$ cat src/rtl/multicycle_controller.sv
// multicycle_controller
// Control unit for the multicycle MIPS core. A Moore main FSM walks each
// instruction through FETCH/DECODE/... and a combinational ALU decoder turns
// the FSM's ALU request (add / sub / funct) into the 3-bit alucontrol code.
// pcEn is the only output that also depends on a datapath flag (zero).
//
// Ports:
//   clk        in   system clock, rising-edge state updates
//   reset      in   synchronous active-low reset
//   op, funct  in   instr[31:26] / instr[5:0] from the instruction register
//   zero       in   ALU zero flag
//   pcEn       out  PC enable = pcwrite | (branch & zero)
//   IorD       out  memory address select (0 pc, 1 aluout)
//   memwrite   out  memory write strobe
//   IRwrite    out  instruction register load enable
//   regdst     out  write register select (0 rt, 1 rd)
//   memtoreg   out  writeback select (0 aluout, 1 data)
//   regwrite   out  register file write enable
//   alusrcA    out  ALU A select (0 pc, 1 regA)
//   alusrcB    out  ALU B select (00 regB, 01 4, 10 signimm, 11 signimm<<2)
//   pcsrc      out  next-PC select (00 aluresult, 01 aluout, 10 jump target)
//   alucontrol out  ALU operation
//   illegal    out  pulse in DECODE for an unsupported op or R-type funct
//   state      out  current FSM state
module multicycle_controller #(
  parameter logic [5:0] OP_RTYPE = 6'b000000,
  parameter logic [5:0] OP_LW    = 6'b100011,
  parameter logic [5:0] OP_SW    = 6'b101011,
  parameter logic [5:0] OP_BEQ   = 6'b000100,
  parameter logic [5:0] OP_ADDI  = 6'b001000,
  parameter logic [5:0] OP_J     = 6'b000010
) (
  input  logic       clk,
  input  logic       reset,
  input  logic [5:0] op,
  input  logic [5:0] funct,
  input  logic       zero,
  output logic       pcEn,
  output logic       IorD,
  output logic       memwrite,
  output logic       IRwrite,
  output logic       regdst,
  output logic       memtoreg,
  output logic       regwrite,
  output logic       alusrcA,
  output logic [1:0] alusrcB,
  output logic [1:0] pcsrc,
  output logic [2:0] alucontrol,
  output logic       illegal,
  output logic [3:0] state
);

  localparam logic [3:0] FETCH    = 4'd0;
  localparam logic [3:0] DECODE   = 4'd1;
  localparam logic [3:0] MEMADR   = 4'd2;
  localparam logic [3:0] MEMRD    = 4'd3;
  localparam logic [3:0] MEMWB    = 4'd4;
  localparam logic [3:0] MEMWR    = 4'd5;
  localparam logic [3:0] EXECUTE  = 4'd6;
  localparam logic [3:0] ALUWB    = 4'd7;
  localparam logic [3:0] BRANCH   = 4'd8;
  localparam logic [3:0] ADDIEXEC = 4'd9;
  localparam logic [3:0] ADDIWB   = 4'd10;
  localparam logic [3:0] JUMP     = 4'd11;

  localparam logic [1:0] ALUOP_ADD   = 2'b00;
  localparam logic [1:0] ALUOP_SUB   = 2'b01;
  localparam logic [1:0] ALUOP_FUNCT = 2'b10;

  logic [3:0] next_state;
  logic [3:0] dec_state;
  logic [1:0] aluop;
  logic       pcwrite;
  logic       branch;

  function automatic logic op_supported(input logic [5:0] o);
    return (o == OP_RTYPE) || (o == OP_LW) || (o == OP_SW) ||
           (o == OP_BEQ) || (o == OP_ADDI) || (o == OP_J);
  endfunction

  function automatic logic funct_supported(input logic [5:0] f);
    return (f == 6'b100000) || (f == 6'b100010) || (f == 6'b100100) ||
           (f == 6'b100101) || (f == 6'b101010);
  endfunction

  // Unsupported functs fall back to add so the instruction still completes.
  function automatic logic [2:0] alu_decode(input logic [1:0] a, input logic [5:0] f);
    logic [2:0] r;
    case (a)
      ALUOP_SUB: r = 3'b110;
      ALUOP_FUNCT: begin
        case (f)
          6'b100000: r = 3'b010;
          6'b100010: r = 3'b110;
          6'b100100: r = 3'b000;
          6'b100101: r = 3'b001;
          6'b101010: r = 3'b111;
          default:   r = 3'b010;
        endcase
      end
      default: r = 3'b010;
    endcase
    return r;
  endfunction

  // State register: synchronous active-low reset returns to FETCH.
  always_ff @(posedge clk) begin
    if (!reset) begin
      state <= FETCH;
    end else begin
      state <= next_state;
    end
  end

  // Next-state logic; unused codes 12-15 recover to FETCH.
  always_comb begin
    next_state = FETCH;
    case (state)
      FETCH: next_state = DECODE;
      DECODE: begin
        case (op)
          OP_LW:    next_state = MEMADR;
          OP_SW:    next_state = MEMADR;
          OP_RTYPE: next_state = EXECUTE;
          OP_BEQ:   next_state = BRANCH;
          OP_ADDI:  next_state = ADDIEXEC;
          OP_J:     next_state = JUMP;
          default:  next_state = FETCH;
        endcase
      end
      MEMADR: begin
        if (op == OP_SW) begin
          next_state = MEMWR;
        end else begin
          next_state = MEMRD;
        end
      end
      MEMRD:    next_state = MEMWB;
      EXECUTE:  next_state = ALUWB;
      ADDIEXEC: next_state = ADDIWB;
      default:  next_state = FETCH;
    endcase
  end

  // While reset is held the outputs decode as FETCH, so an abandoned
  // instruction cannot leak its selects or strobes into the reset cycle.
  assign dec_state = reset ? state : FETCH;

  // Moore output decode plus write-enable gating during reset.
  always_comb begin
    IorD     = 1'b0;
    memwrite = 1'b0;
    IRwrite  = 1'b0;
    regdst   = 1'b0;
    memtoreg = 1'b0;
    regwrite = 1'b0;
    alusrcA  = 1'b0;
    alusrcB  = 2'b00;
    pcsrc    = 2'b00;
    aluop    = ALUOP_ADD;
    pcwrite  = 1'b0;
    branch   = 1'b0;
    illegal  = 1'b0;
    case (dec_state)
      FETCH: begin
        IRwrite = 1'b1;
        alusrcB = 2'b01;
        pcwrite = 1'b1;
      end
      DECODE: begin
        alusrcB = 2'b11;
        illegal = !op_supported(op) || ((op == OP_RTYPE) && !funct_supported(funct));
      end
      MEMADR, ADDIEXEC: begin
        alusrcA = 1'b1;
        alusrcB = 2'b10;
      end
      MEMRD: IorD = 1'b1;
      MEMWB: begin
        memtoreg = 1'b1;
        regwrite = 1'b1;
      end
      MEMWR: begin
        IorD     = 1'b1;
        memwrite = 1'b1;
      end
      EXECUTE: begin
        alusrcA = 1'b1;
        aluop   = ALUOP_FUNCT;
      end
      ALUWB: begin
        regdst   = 1'b1;
        regwrite = 1'b1;
      end
      ADDIWB: regwrite = 1'b1;
      BRANCH: begin
        alusrcA = 1'b1;
        aluop   = ALUOP_SUB;
        pcsrc   = 2'b01;
        branch  = 1'b1;
      end
      JUMP: begin
        pcsrc   = 2'b10;
        pcwrite = 1'b1;
      end
      default: begin
        aluop = ALUOP_ADD;
      end
    endcase
    IRwrite    = IRwrite & reset;
    memwrite   = memwrite & reset;
    regwrite   = regwrite & reset;
    pcwrite    = pcwrite & reset;
    branch     = branch & reset;
    illegal    = illegal & reset;
    alucontrol = alu_decode(aluop, funct);
  end

  assign pcEn = pcwrite | (branch & zero);

endmodule

$ cat config.mk
export PLATFORM = sky130hd
export DESIGN_NAME = multicycle_controller
export DESIGN_NICKNAME = d
export VERILOG_FILES = /design/src/rtl/multicycle_controller.sv
export SDC_FILE = /design/constraint.sdc
export NUM_CORES = 1
export LEC_CHECK = 0
export ABC_AREA = 1
export BUFFER_PORTS_ARGS = -buffer_cell sky130_fd_sc_hd__buf_2
export CORE_MARGIN = 10
export CORE_UTILIZATION = 43
export CTS_CLUSTER_DIAMETER = 120
export DETAILED_ROUTE_END_ITERATION = 7
export GPL_ROUTABILITY_DRIVEN = 0
export PLACE_DENSITY = 0.78
export SLEW_MARGIN = 10
export SYNTH_ARGS = -nofsm -noshare
export SYNTH_HDL_FRONTEND = slang
export SYNTH_SLANG_ARGS = --single-unit
$ cat constraint.sdc
create_clock -name clk -period 1.94 [get_ports clk]
set_input_delay 0.388 -clock clk [delete_from_list [all_inputs] [get_ports clk]]
set_output_delay 0.388 -clock clk [all_outputs]
set_load 0.05 [all_outputs]
======== After elaboration in Yosys (flattened, before gate mapping) ========
Cells that the tools add are included.
operators by class
  add/sub/neg operators ................... 0
  multiply operators ...................... 0
  div/mod/pow operators ................... 0
  $lt $le $gt $ge ......................... 0
  equality and inequality tests ........... 28
  shifts and indexed selects .............. 0
  multiplexer cells ....................... 19
  bitwise logic cells ..................... 8
  reductions and logical operators ........ 22
operator list
  cell                count
  $eq 6x6->1 const B  7
  $pmux 4 s6          1
  $eq 4x3->1 const B  5
  $eq 4x4->1 const B  5
  $pmux 4 s5          1
  $eq 4x2->1 const B  4
  $pmux 3 s4          1
  $logic_or 1x1->1    10
  $mux 1              10
  $eq 4x1->1 const B  2
  $logic_not 4->1     2
  $pmux 2 s2          2
  $reduce_or 2->1     4
  $and 1x1->1         7
  $eq 6x2->1 const B  1
  $eq 6x3->1 const B  1
  $eq 6x4->1 const B  1
  $logic_not 6->1     1
  $pmux 2 s3          1
  $pmux 3 s2          1
  $mux 4              1
  $reduce_or 4->1     1
  $mux 3              1
  $reduce_or 3->1     1
  other kinds (5)     6
storage, ports and cells
  bits in registers ....................... 4
  latch bits .............................. 0
  RAM bits ................................ 0
  ROM bits ................................ 0
  input port bits ......................... 15
  output and inout port bits .............. 20
  word-level logic and storage cells ...... 78
  memories ................................ 0

======== Logic depth before layout (Yosys ltp) ========
Gate-level depths: netlist of run 1.
  word-level depth ........................ 10
  gate-level depth with buffers ........... 10

======== Worst setup path after synthesis of run 1 ========
No wires, ideal clock.
  path kind ............................... register -> output
  from .................................... register state[2]
  to ...................................... output regwrite
  arrival ................................. 2.313 ns
  setup slack ............................. -0.761 ns
  cell stages (with the launch flop) ...... 7
  buffers on the path ..................... 0
  path through ............................ dfxtp_1 -> nand2_1 -> nor2_1 -> inv_1 -> nor2_1 -> nor2_1 -> o21ai_1
on the way
  longest elaborated chain between the ends .. 5
  elaborated cells on any way between the ends .. 7
  classes of those cells .................. 3 x eq/ne; 2 x mux; 1 x bitwise; 1 x reduce/logical
RTL lines
  item                                      RTL line  RTL
  from (decl)                               50        output logic [3:0] state
  from (signal assigned)                    111       state <= next_state;
  $mux 4 *                                  147       assign dec_state = reset ? state : FETCH;
  $eq 4x4->1 or $eq 4x3->1 (tied branches)  164       case (dec_state)
  $reduce_or 3->1 (no source line) *        -
  $mux 1 *                                  164
  $and 1x1->1 *                             212       regwrite = regwrite & reset;
  to (decl)                                 44        output logic regwrite,
Mark *: on every way between the ends. The rest lies on a longest branch, timed or not.

======== Worst setup path after layout of run 1 ========
  from .................................... register state[3]
  to ...................................... output alucontrol[1]
on the way
  longest elaborated chain between the ends .. 5
  elaborated cells on any way between the ends .. 7
  classes of those cells .................. 4 x eq/ne; 3 x mux
RTL lines
  item                                      RTL line  RTL
  $mux 4 *                                  147
  $eq 4x4->1 or $eq 4x3->1 (tied branches)  164
  $pmux 2 s2 *                              164
  $eq 2x2->1 or $eq 2x1->1 (tied branches)  89        case (a)
  $pmux 3 s2 *                              89
  to (decl)                                 48        output logic [2:0] alucontrol,
Marked as above.

==> flow_summary.toml, run 1 <==
[clock_network]
clock_latency_ns = 0.24
cts_max_level = 1
cts_inserted_buffers = 3
cts.sinks = 4
cts_buffer_depth = 2
holdBufCountCts = 0
clk_root_buffer_cell = "clkbuf_4"
clkSlewWorstSetupHoldPaths_ns = 0.04
cts_tree = "done"

[timing]
finalCritPeriodShare = 1.136
tightest_slew_ns = 0.3454
grt_setup_unrepaired = "true"
layout_setup_ws_ns = -0.2639
holdWs_ns = 0.5965
max_freq_ghz = 0.4537
slew_viol_final = 0
fin_crit_ns = 2.204
fin_setup_tns_ns = -1.511
finClkSkew_ns = 0.005740
slew_headroom = 0.7689
hold_viol = 0
setup_viol = 11

[drt]
first_pass_iters = 8
vias_per_cell = 6.646
drc = 0
antenna_left = 0
wirelength_um = 5010
met1_length_um = 1557
vias = 1316
drt_iter0_markers = 176
avgRoutedWirePerCell_um = 25.30
routed-wl-met3_um = 584
top_layer = "met4"
wl_met2_um = 2258

[logic_synthesis]
synth_top_area_cell = "nor2_1"
yosysSeqAreaShare = 0.1267
yosysWarnings = 0
synth_top_family_by_area = "simple AND/OR/NAND/NOR gates"
avgSynthCellArea_sq_um = 5.179
synth_compound_area_frac = 0.1010
muxShareOfSynthArea = 0
synthSimpleGateAreaFrac = 0.5465
synth_area_leaders = "nor2_1 15%, nand2_1 14%, dfxtp_1 13%, inv_1 11%, nand3_1 9.5%"
synth_cell_types = 18
synth_top_area_share = 0.1485
synthAdderAreaFrac = 0.05941
syn_inst = 122
ys_ff_latch = 4
netlist_area_sq_um = 631.9
synth_nets = 140
synthXorXnorAreaFrac = 0

[power_and_ir_drop]
p_int_w = 0.0002194
p_leak_nw = 0.6588
combPwrFrac = 0.517
p_per_area_mw_per_mm2 = 303.4
clockPowerShare = 0.262
switching_share = 0.4438
switching_power_w = 0.0001751
irDropWorstVdd_mv = 0.4027
pwr-share-seq = 0.221

[critical_path]
arrival_ns = 1.82
r2r_setup_slack_ns = 0.63
cp_slowest_cell = "dfxtp_4"
crit_type = "reg2out"
critical_path.cell_chain = "inv_4 -> nor2_4 -> inv_2 -> nor2_2 -> inv_2 -> nor2_4 -> buf_4 -> ha_4 -> a21oi_4 -> nand3_4 -> buf_8"
cp.required_ns = 1.55
path_delay_family = "buffers and inverters"
worstSetupEndpointType = "output port"
crit_fanout = 3
cp_num_buf_inv = 5
cpPeakStageDelay_ns = 0.36
start_kind = "register"

[final_layout]
top_regs = "state x4"
nets = 203
layout_common_cells = "23 x buf_4, 21 x nand2_1, 21 x buf_2, 20 x nor2_1, 14 x inv_1"
largest_register_ffs = 4
final_common_cell = "buf_4"
diodes = 0
area_delta_synth_final_pct = 105.7
drive_gt1_frac = 0.5902
regMostFlops = "state"

[run_status]
status = "finished, violations left"
violations = "setup timing"

[grt]
grt_pass1_vias = 1178
grt_pass1_wl_um = 5740
grtUsageTotal = 0.2134
antenna_found_initial = 0
grt_start_max_net_pins = 6
gr-total-overflow = 0

[floorplan]
initial_core_util = 0.4680
die_h_um = 58.34
num_rows = 13
dieArea_sq_mm = 0.003403
io-pin-count = 35
core_sq_mm = 0.001350
die_w_um = 58.34

[placement]
io_buffers = 34
hpwl_um = 1953
place_ws_ns = -0.1807

[min_path]
worstHoldPathType = "in2reg"

[flow_run]
maxCapViolCount = 0
-- worst reg2reg max path, delay by kind of cell, from the launching register on --
family | cells | cell delay, ns
flip-flops | 1 | 0.37
AND/OR/NAND/NOR | 3 | 0.37
AO/OA/AOI/OAI | 2 | 0.19
buffers and inverters | 3 | 0.30
-- layout make-up --
| type | instances | area [sq um] |
|---|---|---|
| clock buffer | 3 | 22.52 |
| fill | 29 | 50.05 |
| inverter | 28 | 116.4 |
| multi-input combinational | 90 | 608.1 |
| sequential | 4 | 95.09 |
| tap | 15 | 18.77 |
| timing repair buffer | 58 | 439.2 |
-- repair_timing --
item | 4_1_cts | 5_1_grt
gates resized for setup | 30 | 22
pin swaps | 8 | 9
buffers inserted | 8 | 4
setup endpoints to repair | 8 | 14
cloned | 0 | 0
-- worst paths after layout --
kind             from            end  cells after the start
min             reset       state[2]                      4
max reg2reg  state[0]       state[1]                      8
min reg2reg  state[0]       state[0]                      3
max          state[3]  alucontrol[1]                     11
-- kinds of logic after synthesis --
logic type | Yosys count
fa+ha+maj | 3
buf+inv | 28
simple gates | 75
compound gates | 12
flops | 4
-- per-stage QoR --
stage / cells / power (W) / cell area, sq um / util
detailed placement: 186 / 0.0002397 / 1027 / 0.7609
finish: 198 / 0.0003945 / 1300 / 0.9629
floorplan: 122 / 0.0001834 / 725.7 / -
global placement: 186 / 0.0002368 / 1027 / 0.7609
global route: 198 / 0.0004104 / 1300 / 0.9629
CTS: 195 / 0.0003562 / 1219 / 0.9027
-- metal layers --
metal	global-route usage	vias to the layer above
li1	-	496
met1	0.1978	577
met2	0.3824	173
met3	0.06438	70
met4	0.1611	0
met5	0	-
-- power by group through the flow --
| stage | registers [W] | clock network [W] | logic [W] |
|---|---|---|---|
| finish | 0.0000872 | 0.000103 | 0.000204 |
| global route | 0.0000872 | 0.000113 | 0.000210 |
| CTS | 0.0000866 | 0.000105 | 0.000165 |
| detailed placement | 0.0000878 | 0 | 0.000152 |
| global placement | 0.0000880 | 0 | 0.000149 |
| floorplan | 0.0000998 | 0 | 0.0000837 |
-- synthesized netlist by cell type --
library cell	number
nor2_1	25
nand2_1	24
inv_1	19
nand3_1	12
inv_2	8
nor2_2	8
a21oi_1	7
dfxtp_1	4
ha_1	3
nand4_1	2
nor2_4	2
o21ai_1	2
clkinv_1	1
nand2_2	1
nor3_2	1
o21a_1	1
o21ai_0	1
o22ai_1	1
(Power assumes the default switching activity.)
==> run 2, diff against run 1 <==
CORE_MARGIN = 4   (was 10)
GPL_ROUTABILITY_DRIVEN = not set   (was 0)
==> run 2 against run 1 <==
The flow now stops in global routing. Synthesized cell count stayed put. Synthesized area is the same.
==> flow_summary.toml, run 2 <==
[run_status]
status = "did not finish"
failing_step = "global routing"
error = "[ERROR DPL-0038] Utilization greater than 100%, impossible to legalize"

[logic_synthesis]
synthAdderAreaFrac = 0.05941
synth_area_leaders = "nor2_1 15%, nand2_1 14%, dfxtp_1 13%, inv_1 11%, nand3_1 9.5%"
synth.most_common_cell = "nor2_1"
syn_inst = 122
synth_nets = 140
yosysWarnings = 0
synth_common_cells = "25 x nor2_1, 24 x nand2_1, 19 x inv_1, 12 x nand3_1"
synth_top_area_share = 0.1485
synth_cell_types = 18
synthSimpleGateAreaFrac = 0.5465
synth-edff-count = 0
netlist_area_sq_um = 631.9
synthXorXnorAreaFrac = 0
ys_ff_latch = 4
async_reset_ff_frac = 0
avgSynthCellArea_sq_um = 5.179
synth_top_area_cell = "nor2_1"
synth_top_family_by_area = "simple AND/OR/NAND/NOR gates"
muxShareOfSynthArea = 0
yosysSeqAreaShare = 0.1267
ys.flop_type = "dfxtp_1"
synth_compound_area_frac = 0.1010

[floorplan]
die_h_um = 46.34
num_rows = 13
io-pin-count = 35
initial_core_util = 0.4680
die_w_um = 46.34

[placement]
io_buffers = 34
placed_cells = 186
dpl_cell_area_sq_mm = 0.001027
hpwl_um = 1682
gp_congestion = 0.8347

[grt]
grt_start_max_net_pins = 6

[clock_network]
cts_max_level = 1
cts_inserted_buffers = 3
cts.sinks = 4
clk_root_buffer_cell = "clkbuf_4"
cts_buffer_depth = 2

[timing]
endpoint_type = "primary output"
postGrtWorstEndpoint = "alucontrol[1]"
[run 2: cell counts after synthesis]
Identical to the previous run, type by type.
[run 2: logic make-up after synthesis]
logic type,count (synthesis)
AO/OA/AOI/OAI,12
AND/OR/NAND/NOR,75
buffers and inverters,28
adder cells (fa/ha/maj),3
flip-flops,4
[run 2: timing repair]
action,4_1_cts
hold buffers,0
gates resized for setup,33
setup endpoints to repair,8
pin swaps,9
buffers inserted,8
[run 2: metrics by stage]
step	setup slack (ns)	TNS (ns)
after floorplan	-0.1375	-0.3148
after global placement	-0.1062	-0.2400
after detailed placement	-0.1564	-0.3380
after CTS	-0.1794	-0.6102
==> run 3, diff against run 2 <==
CORE_AREA = 4 4 65 67   (was not set)
CORE_MARGIN = not set   (was 4)
CORE_UTILIZATION = not set   (was 43)
CTS_CLUSTER_DIAMETER = not set   (was 120)
DIE_AREA = 0 0 69 71   (was not set)
PLACE_DENSITY = not set   (was 0.78)
PLACE_DENSITY_LB_ADDON = 0.15   (was not set)
==> run 3 against run 2 <==
The flow now finishes, with violations (setup timing).
==> flow_summary.toml, run 3 (synthesis gave the netlist of run 1 again) <==
[critical_path]
critPathLaunch = "state[0]"
start_kind = "register"
r2r_setup_slack_ns = 0.80
critical_path.cell_chain = "inv_4 -> nand2_4 -> inv_2 -> nand2_2 -> nor2_4 -> inv_1 -> ha_1 -> buf_4 -> a21oi_4 -> buf_6"
cpPeakStageDelay_ns = 0.35
worstSetupEndpointType = "output port"
crit_fanout = 4
r2r_cells = 7
timing.rr.start = "state[2]"
worstSetupEndpoint = "alucontrol[2]"
crit_type = "reg2out"
cp.depth = 10
cp_slowest_cell = "dfxtp_4"
timing.rr.end = "state[0]"
cp_num_buf_inv = 5
arrival_ns = 1.72
cp.required_ns = 1.55
path_delay_family = "buffers and inverters"

[final_layout]
n_fill_cell = 418
multiInputGateArea_sq_um = 550.5
final_common_cell = "buf_4"
top_regs = "state x4"
area_delta_synth_final_pct = 102.4
nets = 204
regMostFlops = "state"
largest_register_ffs = 4
diodes = 0
regArea_sq_um = 95.09
layout_common_cells = "26 x buf_4, 24 x buf_2, 22 x nand2_1, 21 x nor2_1, 16 x inv_1"
drive_gt1_frac = 0.5543
final_util = 0.3519

[timing]
fin_setup_tns_ns = -0.4937
tightest_slew_ns = 0.2525
setup_viol = 5
max_freq_ghz = 0.4747
grt_setup_unrepaired = "true"
slew_headroom = 0.8329
finalCritPeriodShare = 1.086
fin_crit_ns = 2.106
layout_setup_ws_ns = -0.1665
hold_viol = 0
finClkSkew_ns = 0.0009124
slew_viol_final = 0

[drt]
wirelength_um = 2186
vias_per_cell = 3.996
antenna_left = 0
drc = 0
avgRoutedWirePerCell_um = 9.422
first_pass_iters = 4
drt_iter0_markers = 15
vias = 927

[run_status]
violations = "setup timing"
status = "finished, violations left"

[min_path]
worstHoldPathType = "in2reg"
worstHoldStart = "reset"

[floorplan]
num_rows = 22
die_h_um = 71
dieArea_sq_mm = 0.004899
initial_core_util = 0.1739
die_w_um = 69
io-pin-count = 35
core_sq_mm = 0.003633

[placement]
gp_congestion = 0.8259
io_buffers = 34
hpwl_um = 1902
place_ws_ns = -0.1070

[grt]
grt_start_max_net_pins = 6
grt_pass1_wl_um = 3691
grt_pass1_vias = 911
antenna_found_initial = 0
grtUsageTotal = 0.08912
gr-total-overflow = 0

[clock_network]
clkSlewWorstSetupHoldPaths_ns = 0.03
cts_buffer_depth = 2
clock_latency_ns = 0.21
cts.sinks = 4
cts_inserted_buffers = 3
cts_tree = "done"
holdBufCountCts = 0
cts_max_level = 1
clk_root_buffer_cell = "clkbuf_8"

[power_and_ir_drop]
irDropWorstVdd_mv = 0.2894
p_leak_nw = 0.6619
p_per_area_mw_per_mm2 = 333.4

[flow_run]
maxCapViolCount = 0
run 3: power by group:
group	total, W	switching, W	internal [W]
Clock	0.000173	0.0000410	0.000132
Combinational	0.000166	0.000104	0.0000626
Sequential	0.0000868	0.00000448	0.0000823
Total	0.000426	0.000149	0.000277
run 3: layer usage:
metal / track usage / wire [um] / vias up
li1: - / - / 502
met1: 0.1082 / 996 / 406
met2: 0.1568 / 1092 / 19
met3: 0.01989 / 96 / 0
met4: 0.02603 / 0 / 0
met5: 0 / 0 / -
run 3: worst min path at each step:
stage               endpoint  cells past startpoint
finish              state[2]                      4
global placement    state[3]                      3
CTS                 state[2]                      4
global route        state[2]                      4
floorplan           state[2]                      2
detailed placement  state[3]                      3
run 3: worst reg2reg max path, cell delays in order, from the launching register on:
cell     delay (ns)
dfxtp_4        0.35
buf_4          0.15
nor2_4         0.11
inv_2          0.07
nor2_4         0.09
buf_4          0.11
nand2_1        0.04
a21oi_1        0.14
run 3: cell type report:
class | instances | area share
clock buffer | 3 | 0.03229
multi-input combinational | 90 | 0.4305
tap | 48 | 0.04697
inverter | 28 | 0.09002
sequential | 4 | 0.07436
timing repair buffer | 59 | 0.3258
run 3: repair_timing:
action	in CTS	in global routing
pin swaps	1	2
endpoints found under the setup margin	7	10
endpoints found under the hold margin	0	0
resized for setup	18	13
buffers inserted	5	2
run 3: stage by stage:
| step | cell area (sq um) | hold WS (ns) | cells | power (W) |
|---|---|---|---|---|
| final | 1279 | 0.6006 | 232 | 0.0004264 |
| after detailed placement | 1091 | 0.6070 | 222 | 0.0002413 |
| after global routing | 1279 | 0.6292 | 232 | 0.0004570 |
| after floorplan | 725.7 | 0.5708 | 122 | 0.0001834 |
| after global placement | 1091 | 0.6221 | 222 | 0.0002413 |
| after CTS | 1229 | 0.6033 | 230 | 0.0004321 |
